**config.mk**
```make
export PLATFORM = sky130hd
export DESIGN_NAME = seg_serial_drv
export DESIGN_NICKNAME = d
export VERILOG_FILES = /design/src/rtl/seg_serial_drv.sv
export SDC_FILE = /design/constraint.sdc
export NUM_CORES = 1
export LEC_CHECK = 0
export ABC_CLOCK_PERIOD_IN_PS = 2800
export CAP_MARGIN = 25
export CORE_MARGIN = 2
export CORE_UTILIZATION = 32
export DETAILED_ROUTE_END_ITERATION = 8
export GPL_TIMING_DRIVEN = 1
export PLACE_DENSITY_LB_ADDON = 0.3
export SLEW_MARGIN = 20
export SYNTH_ARGS = -nofsm -noshare
export SYNTH_HDL_FRONTEND = slang
export SYNTH_SLANG_ARGS = --single-unit
```
**constraint.sdc**
```tcl
create_clock -name clk -period 2.8 [get_ports clk]
set_input_delay 0.28 -clock clk [delete_from_list [all_inputs] [get_ports clk]]
set_output_delay 0.28 -clock clk [all_outputs]
set_load 0.01 [all_outputs]
```
**src/rtl/seg_serial_drv.sv**
```systemverilog
// Serial 7-segment driver for the Sword board segment chain: encodes hex digits and shifts them out.
// Optional build macro SEG_DRV_BLINK_EN adds a per-digit blink input and a 4-bit frame counter.
module seg_serial_drv #(
  parameter int DIGITS       = 8,
  parameter int SCLK_DIV     = 1,
  parameter int REFRESH_LOG2 = 16,
  parameter bit COMMON_ANODE = 1'b1
) (
  input  logic                  clk,
  input  logic                  rst_n,
  input  logic                  upd_valid,
  output logic                  upd_ready,
  input  logic [4*DIGITS-1:0]   num,
  input  logic [DIGITS-1:0]     dot,
  input  logic [DIGITS-1:0]     blank,
`ifdef SEG_DRV_BLINK_EN
  input  logic [DIGITS-1:0]     blink,
`endif
  output logic                  s_clk,
  output logic                  s_clrn,
  output logic                  sout,
  output logic                  EN,
  output logic                  busy,
  output logic                  frame_done
);

  localparam int FRAME_BITS = 8 * DIGITS;
  localparam int BIT_W      = (FRAME_BITS > 1) ? $clog2(FRAME_BITS) : 1;
  localparam int DIV_W      = (SCLK_DIV > 1) ? $clog2(SCLK_DIV) : 1;
  localparam logic [BIT_W-1:0]        LAST_BIT = BIT_W'(FRAME_BITS - 1);
  localparam logic [DIV_W-1:0]        LAST_DIV = DIV_W'(SCLK_DIV - 1);
  localparam logic [REFRESH_LOG2-1:0] TIMER_TC = '1;

  typedef enum logic [2:0] {IDLE, LOAD, SHIFT_LO, SHIFT_HI, LATCH} state_t;

  typedef struct packed {
    logic [4*DIGITS-1:0] num;
    logic [DIGITS-1:0]   dot;
    logic [DIGITS-1:0]   blank;
`ifdef SEG_DRV_BLINK_EN
    logic [DIGITS-1:0]   blink;
`endif
  } disp_t;

  state_t                  state, state_d;
  disp_t                   upd_bus, pend, shadow, load_src;
  logic                    pend_full;
  logic                    xfer;
  logic [FRAME_BITS-1:0]   shift_reg, enc_frame;
  logic [BIT_W-1:0]        bitcnt;
  logic [DIV_W-1:0]        divcnt;
  logic [REFRESH_LOG2-1:0] timer;
  logic [DIGITS-1:0]       blink_off;
  logic [7:0]              seg_byte;
`ifdef SEG_DRV_BLINK_EN
  logic [3:0]              frame_cnt;
`endif

  // Common-anode segment pattern {a,b,c,d,e,f,g,dp}; a 0 lights the segment.
  function automatic logic [7:0] hex_code(input logic [3:0] n);
    case (n)
      4'h0: hex_code = 8'h03;  4'h1: hex_code = 8'h9F;
      4'h2: hex_code = 8'h25;  4'h3: hex_code = 8'h0D;
      4'h4: hex_code = 8'h99;  4'h5: hex_code = 8'h49;
      4'h6: hex_code = 8'h41;  4'h7: hex_code = 8'h1F;
      4'h8: hex_code = 8'h01;  4'h9: hex_code = 8'h09;
      4'hA: hex_code = 8'h11;  4'hB: hex_code = 8'hC1;
      4'hC: hex_code = 8'h63;  4'hD: hex_code = 8'h85;
      4'hE: hex_code = 8'h61;  default: hex_code = 8'h71;
    endcase
  endfunction

  assign xfer      = upd_valid && upd_ready;
  assign upd_ready = !pend_full;
  // LOAD takes a waiting update, otherwise the refresh re-sends the current shadow.
  assign load_src  = pend_full ? pend : shadow;

  always_comb begin
    upd_bus       = '0;
    upd_bus.num   = num;
    upd_bus.dot   = dot;
    upd_bus.blank = blank;
`ifdef SEG_DRV_BLINK_EN
    upd_bus.blink = blink;
`endif
  end

`ifdef SEG_DRV_BLINK_EN
  assign blink_off = load_src.blink & {DIGITS{frame_cnt[3]}};
`else
  assign blink_off = '0;
`endif

  // NOTE: every variable written in always_comb gets a default first; a path
  // that leaves it unassigned would infer a latch.
  always_comb begin
    enc_frame = '0;
    seg_byte  = '0;
    for (int i = 0; i < DIGITS; i++) begin
      seg_byte = hex_code(load_src.num[4*i +: 4]);
      if (load_src.dot[i]) seg_byte[0] = 1'b0;
      if (load_src.blank[i] || blink_off[i]) seg_byte = 8'hFF;
      if (!COMMON_ANODE) seg_byte = ~seg_byte;
      enc_frame[8*i +: 8] = seg_byte;
    end
  end

  always_comb begin
    state_d    = state;
    s_clk      = 1'b0;
    sout       = 1'b0;
    EN         = 1'b0;
    busy       = 1'b1;
    frame_done = 1'b0;
    case (state)
      IDLE: begin
        busy = 1'b0;
        EN   = s_clrn;
        if (pend_full || xfer || timer == TIMER_TC) state_d = LOAD;
      end
      LOAD: state_d = SHIFT_LO;
      SHIFT_LO: begin
        sout = shift_reg[FRAME_BITS-1];
        if (divcnt == LAST_DIV) state_d = SHIFT_HI;
      end
      SHIFT_HI: begin
        s_clk = 1'b1;
        sout  = shift_reg[FRAME_BITS-1];
        if (divcnt == LAST_DIV) state_d = (bitcnt == LAST_BIT) ? LATCH : SHIFT_LO;
      end
      LATCH: begin
        EN         = 1'b1;
        frame_done = 1'b1;
        state_d    = IDLE;
      end
      default: state_d = IDLE;
    endcase
  end

  // NOTE: sequential state uses non-blocking assignments so every register
  // samples pre-edge values regardless of statement order.
  // NOTE: pending and shadow display registers are reset too: the first frame
  // after reset must show all '0', not whatever the flops powered up with.
  always_ff @(posedge clk or negedge rst_n) begin
    if (!rst_n) begin
      state     <= IDLE;
      s_clrn    <= 1'b0;
      pend      <= '0;
      pend_full <= 1'b0;
      shadow    <= '0;
      shift_reg <= '0;
      bitcnt    <= '0;
      divcnt    <= '0;
      timer     <= TIMER_TC;
`ifdef SEG_DRV_BLINK_EN
      frame_cnt <= '0;
`endif
    end else begin
      state  <= state_d;
      s_clrn <= 1'b1;

      if (state == LOAD && pend_full) begin
        shadow    <= pend;
        pend_full <= 1'b0;
      end else if (xfer) begin
        pend      <= upd_bus;
        pend_full <= 1'b1;
      end

      case (state)
        IDLE: timer <= timer + 1'b1;
        LOAD: begin
          shift_reg <= enc_frame;
          bitcnt    <= '0;
          divcnt    <= '0;
        end
        SHIFT_LO: divcnt <= (divcnt == LAST_DIV) ? '0 : divcnt + 1'b1;
        SHIFT_HI: begin
          if (divcnt == LAST_DIV) begin
            divcnt    <= '0;
            shift_reg <= shift_reg << 1;
            bitcnt    <= bitcnt + 1'b1;
          end else begin
            divcnt <= divcnt + 1'b1;
          end
        end
        LATCH: begin
          timer <= '0;
`ifdef SEG_DRV_BLINK_EN
          frame_cnt <= frame_cnt + 1'b1;
`endif
        end
        default: ;
      endcase
    end
  end

endmodule
```
==> flow_metrics.py <==
metrics = {
    "finish": {
        "multi_input_area_mm2": 0.00551,
        "final_common_cell": "dfrtp_1",
        "antennaDiodeCount": 0,
        "seq_area_mm2": 0.00470,
        "nNetsFinal": 1160,
        "layout-drive-gt1-share_pct": 21.5,
        "largest_reg_flops": 64,
        "final_cell_mix": "dfrtp_1 (170), nand2_1 (109), mux2_2 (105)",
        "fill_cells": 3184,
        "post-route-util_pct": 37.6,
        "area_growth_pct": 15.7,
    },
    "sta": {
        "timing.clock.skew_ns": 0.00927,
        "final.period_utilization_pct": 86.5,
        "relSlewSlack_pct": 54.2,
        "fin_crit_ns": 2.42,
        "setup_viol_count_final": 0,
        "tns_ns": 0,
        "fmax_ghz": 0.413,
        "worst_pin_slew_ns": 0.673,
        "hold_viol": 0,
        "final_max_slew_viol_count": 0,
        "grt_setup_unrepaired": "no",
    },
    "floorplanning": {
        "io-pin-count": 58,
        "core_area_mm2": 0.0326,
        "initial_core_util_pct": 32.5,
        "rows": 66,
        "die_height_um": 186,
        "dieArea_mm2": 0.0346,
        "die_x_um": 186,
    },
    "logic_synthesis": {
        "syn_area_mm2": 0.0106,
        "ys.flop_type": "dfrtp_1",
        "syn_inst": 1006,
        "synth-warning-count": 0,
        "seq_area_frac_synth_pct": 44.3,
        "synth_cell_type_count": 61,
        "yosysTopAreaCellShare_pct": 40.3,
        "synth_area_per_cell_um2": 10.5,
        "ys_top_cells_by_area": "dfrtp_1 (40%), mux2_2 (11%), ha_1 (5.9%)",
        "syn-num-nets": 1107,
        "async_flop_share_pct": 100,
        "ys_ff_latch": 187,
        "yosys.area.top_type": "dfrtp_1",
        "synth_edf_count": 0,
    },
    "routing": {
        "wl_per_cell_um": 15.0,
        "final_antenna_net_count": 0,
        "drcViolationCount": 0,
        "firstDrtPassIters": 7,
        "wl_mm": 22.6,
        "drt-initial-drc-count": 390,
        "vias_per_cell": 5.03,
        "vias": 7614,
    },
    "placement": {
        "io_buffers": 57,
        "place_congestion": 0.821,
        "detailed_place_hpwl_mm": 15.4,
    },
    "grt": {
        "overflow": 0,
        "grt_pass1_wl_mm": 37.8,
        "grt_use_total_pct": 13.7,
        "grt_pass1_vias": 7370,
        "grt_max_degree": 106,
        "antenna_found_initial": 0,
    },
    "power_and_ir_drop": {
        "combPwrFrac_pct": 19.0,
        "ir_worst_vdd_mv": 0.427,
        "p_leak_nw": 5.43,
        "pwr-share-seq_pct": 45.4,
        "sw_frac_of_total_pct": 28.5,
        "power_density_mw_per_mm2": 547,
        "switching_power_mw": 1.92,
        "p_int_mw": 4.80,
        "p_clk_share_pct": 35.7,
    },
    "run": {
        "max_cap_viol_count": 0,
    },
    "clock_tree": {
        "clk_latency_ns": 0.43,
        "clock_path_buffers": 2,
        "clk_pin_slew_ns": 0.07,
        "cts_tree": "built",
        "cts_root_buffer": "clkbuf_16",
        "numCtsBuffers": 17,
        "cts_sinks": 187,
        "ctsHtreeMaxLevel": 4,
    },
    "critical_path": {
        "cp-end-kind": "flop",
        "r2r_start": "pend_full",
        "cp_slowest_stage_delay_ns": 0.58,
        "critPathSlowestCell": "dfrtp_4",
        "rrSetupSlack_ns": 0.38,
        "path_cells": "buf_12, mux2_4, inv_1, ha_1, a211oi_1, a21oi_1, o22ai_1, nor3_1, nor3_1",
        "cpMostUsedCell": "nor3_1",
        "cp-start-kind": "flop",
        "setup.worst_path.class": "reg2reg",
        "required_ns": 3.14,
        "cp.arrival_ns": 2.77,
        "worst-path-buf-inv": 2,
        "r2r_end": "shift_reg[52]",
        "rr_worst_depth": 9,
        "crit_fanout": 27,
        "cp_top_family": "flip-flops",
    },
    "run_status": {
        "status": "complete, no violations",
    },
    "worst_hold_path": {
        "hp-class": "in2async",
    },
}
-- cell families after synthesis --
| family | Yosys count | synth area share, % |
|---|---|---|
| compound gates | 233 | 14.0 |
| xor+xnor | 19 | 1.57 |
| fa+ha+maj | 50 | 5.90 |
| buf+inv | 75 | 3.97 |
| flops | 187 | 44.3 |
| mux | 170 | 18.7 |
| other cells | 1 | 0.0353 |
| simple gates | 271 | 11.6 |
-- synthesized netlist by cell type, types with 4 or more instances --
library cell and instances:
a211oi_1 22, a21oi_1 31, a221oi_1 12, a311oi_1 13, and2_1 4, and3_1 6
buf_2 10, buf_4 8, clkbuf_1 26, dfrtp_1 171, dfstp_2 16, ha_1 50
inv_1 19, mux2_2 105, mux2_4 6, mux2i_1 41, mux2i_2 12, mux2i_4 5
nand2_1 109, nand2_2 4, nand3_1 10, nand4_1 5, nor2_1 65, nor2b_1 12
nor3_1 32, o21ai_0 66, o21ai_1 40, o221a_2 4, o22ai_1 15, o32ai_1 9
or3_1 11, xnor2_1 9, xor2_1 10
-- how the worst max path moves through the flow --
| stage | start | to | slack (ns) | depth (start not counted) |
|---|---|---|---|---|
| floorplan | pend_full | shift_reg[55] | 0.39 | 10 |
| global placement | pend_full | shift_reg[63] | 0.44 | 7 |
| detailed placement | pend_full | shift_reg[18] | 0.39 | 8 |
| CTS | pend_full | shift_reg[52] | 0.35 | 9 |
| global route | pend_full | shift_reg[18] | 0.16 | 8 |
| finish | pend_full | shift_reg[52] | 0.38 | 9 |
-- layer usage --
| metal | track usage [%] | share of wire [%] |
|---|---|---|
| met2 | 21.6 | 46 |
| met1 | 19.2 | 49 |
| met3 | 2.39 | 3.1 |
| met4 | 4.13 | 1.2 |
| met5 | 0 | 0 |
-- power groups by stage --
stage                     Combinational [mW]  Sequential (mW)  Clock (mW)
final                                   1.27             3.05        2.40
after global routing                    1.43             3.07        2.60
after CTS                               1.28             3.05        2.48
after detailed placement                1.28             3.10           0
after global placement                  1.26             3.09           0
after floorplan                        0.922             3.04           0
-- cell type report --
class	instances	share of cell area [%]
clock inverter	11	0.907
sequential	187	38.3
tap	442	4.50
multi-input combinational	744	44.9
inverter	20	0.611
timing repair buffer	89	6.96
clock buffer	21	3.83
-- what timing repair did --
action | in CTS | in global routing
hold endpoints to repair | 53 | 0
endpoints found under the setup margin | 0 | 0
gates resized for setup | 0 | 0
hold buffers | 1 | 0
setup buffers | 0 | 0
-- per-stage QoR --
stage | hold slack (ns) | power [mW] | instance area, um2 | cells | setup WS, ns
3_3_place_gp | 0.368 | 4.35 | 11700 | 1481 | 0.437
4_1_cts | 0.435 | 6.81 | 12300 | 1514 | 0.353
2_1_floorplan | -0.0156 | 3.96 | 10600 | 1006 | 0.394
6_report | 0.449 | 6.72 | 12300 | 1514 | 0.377
3_5_place_dp | 0.367 | 4.37 | 11700 | 1481 | 0.395
5_1_grt | 0.433 | 7.10 | 12300 | 1514 | 0.162
Note: power is estimated with default switching activity, not from simulation.
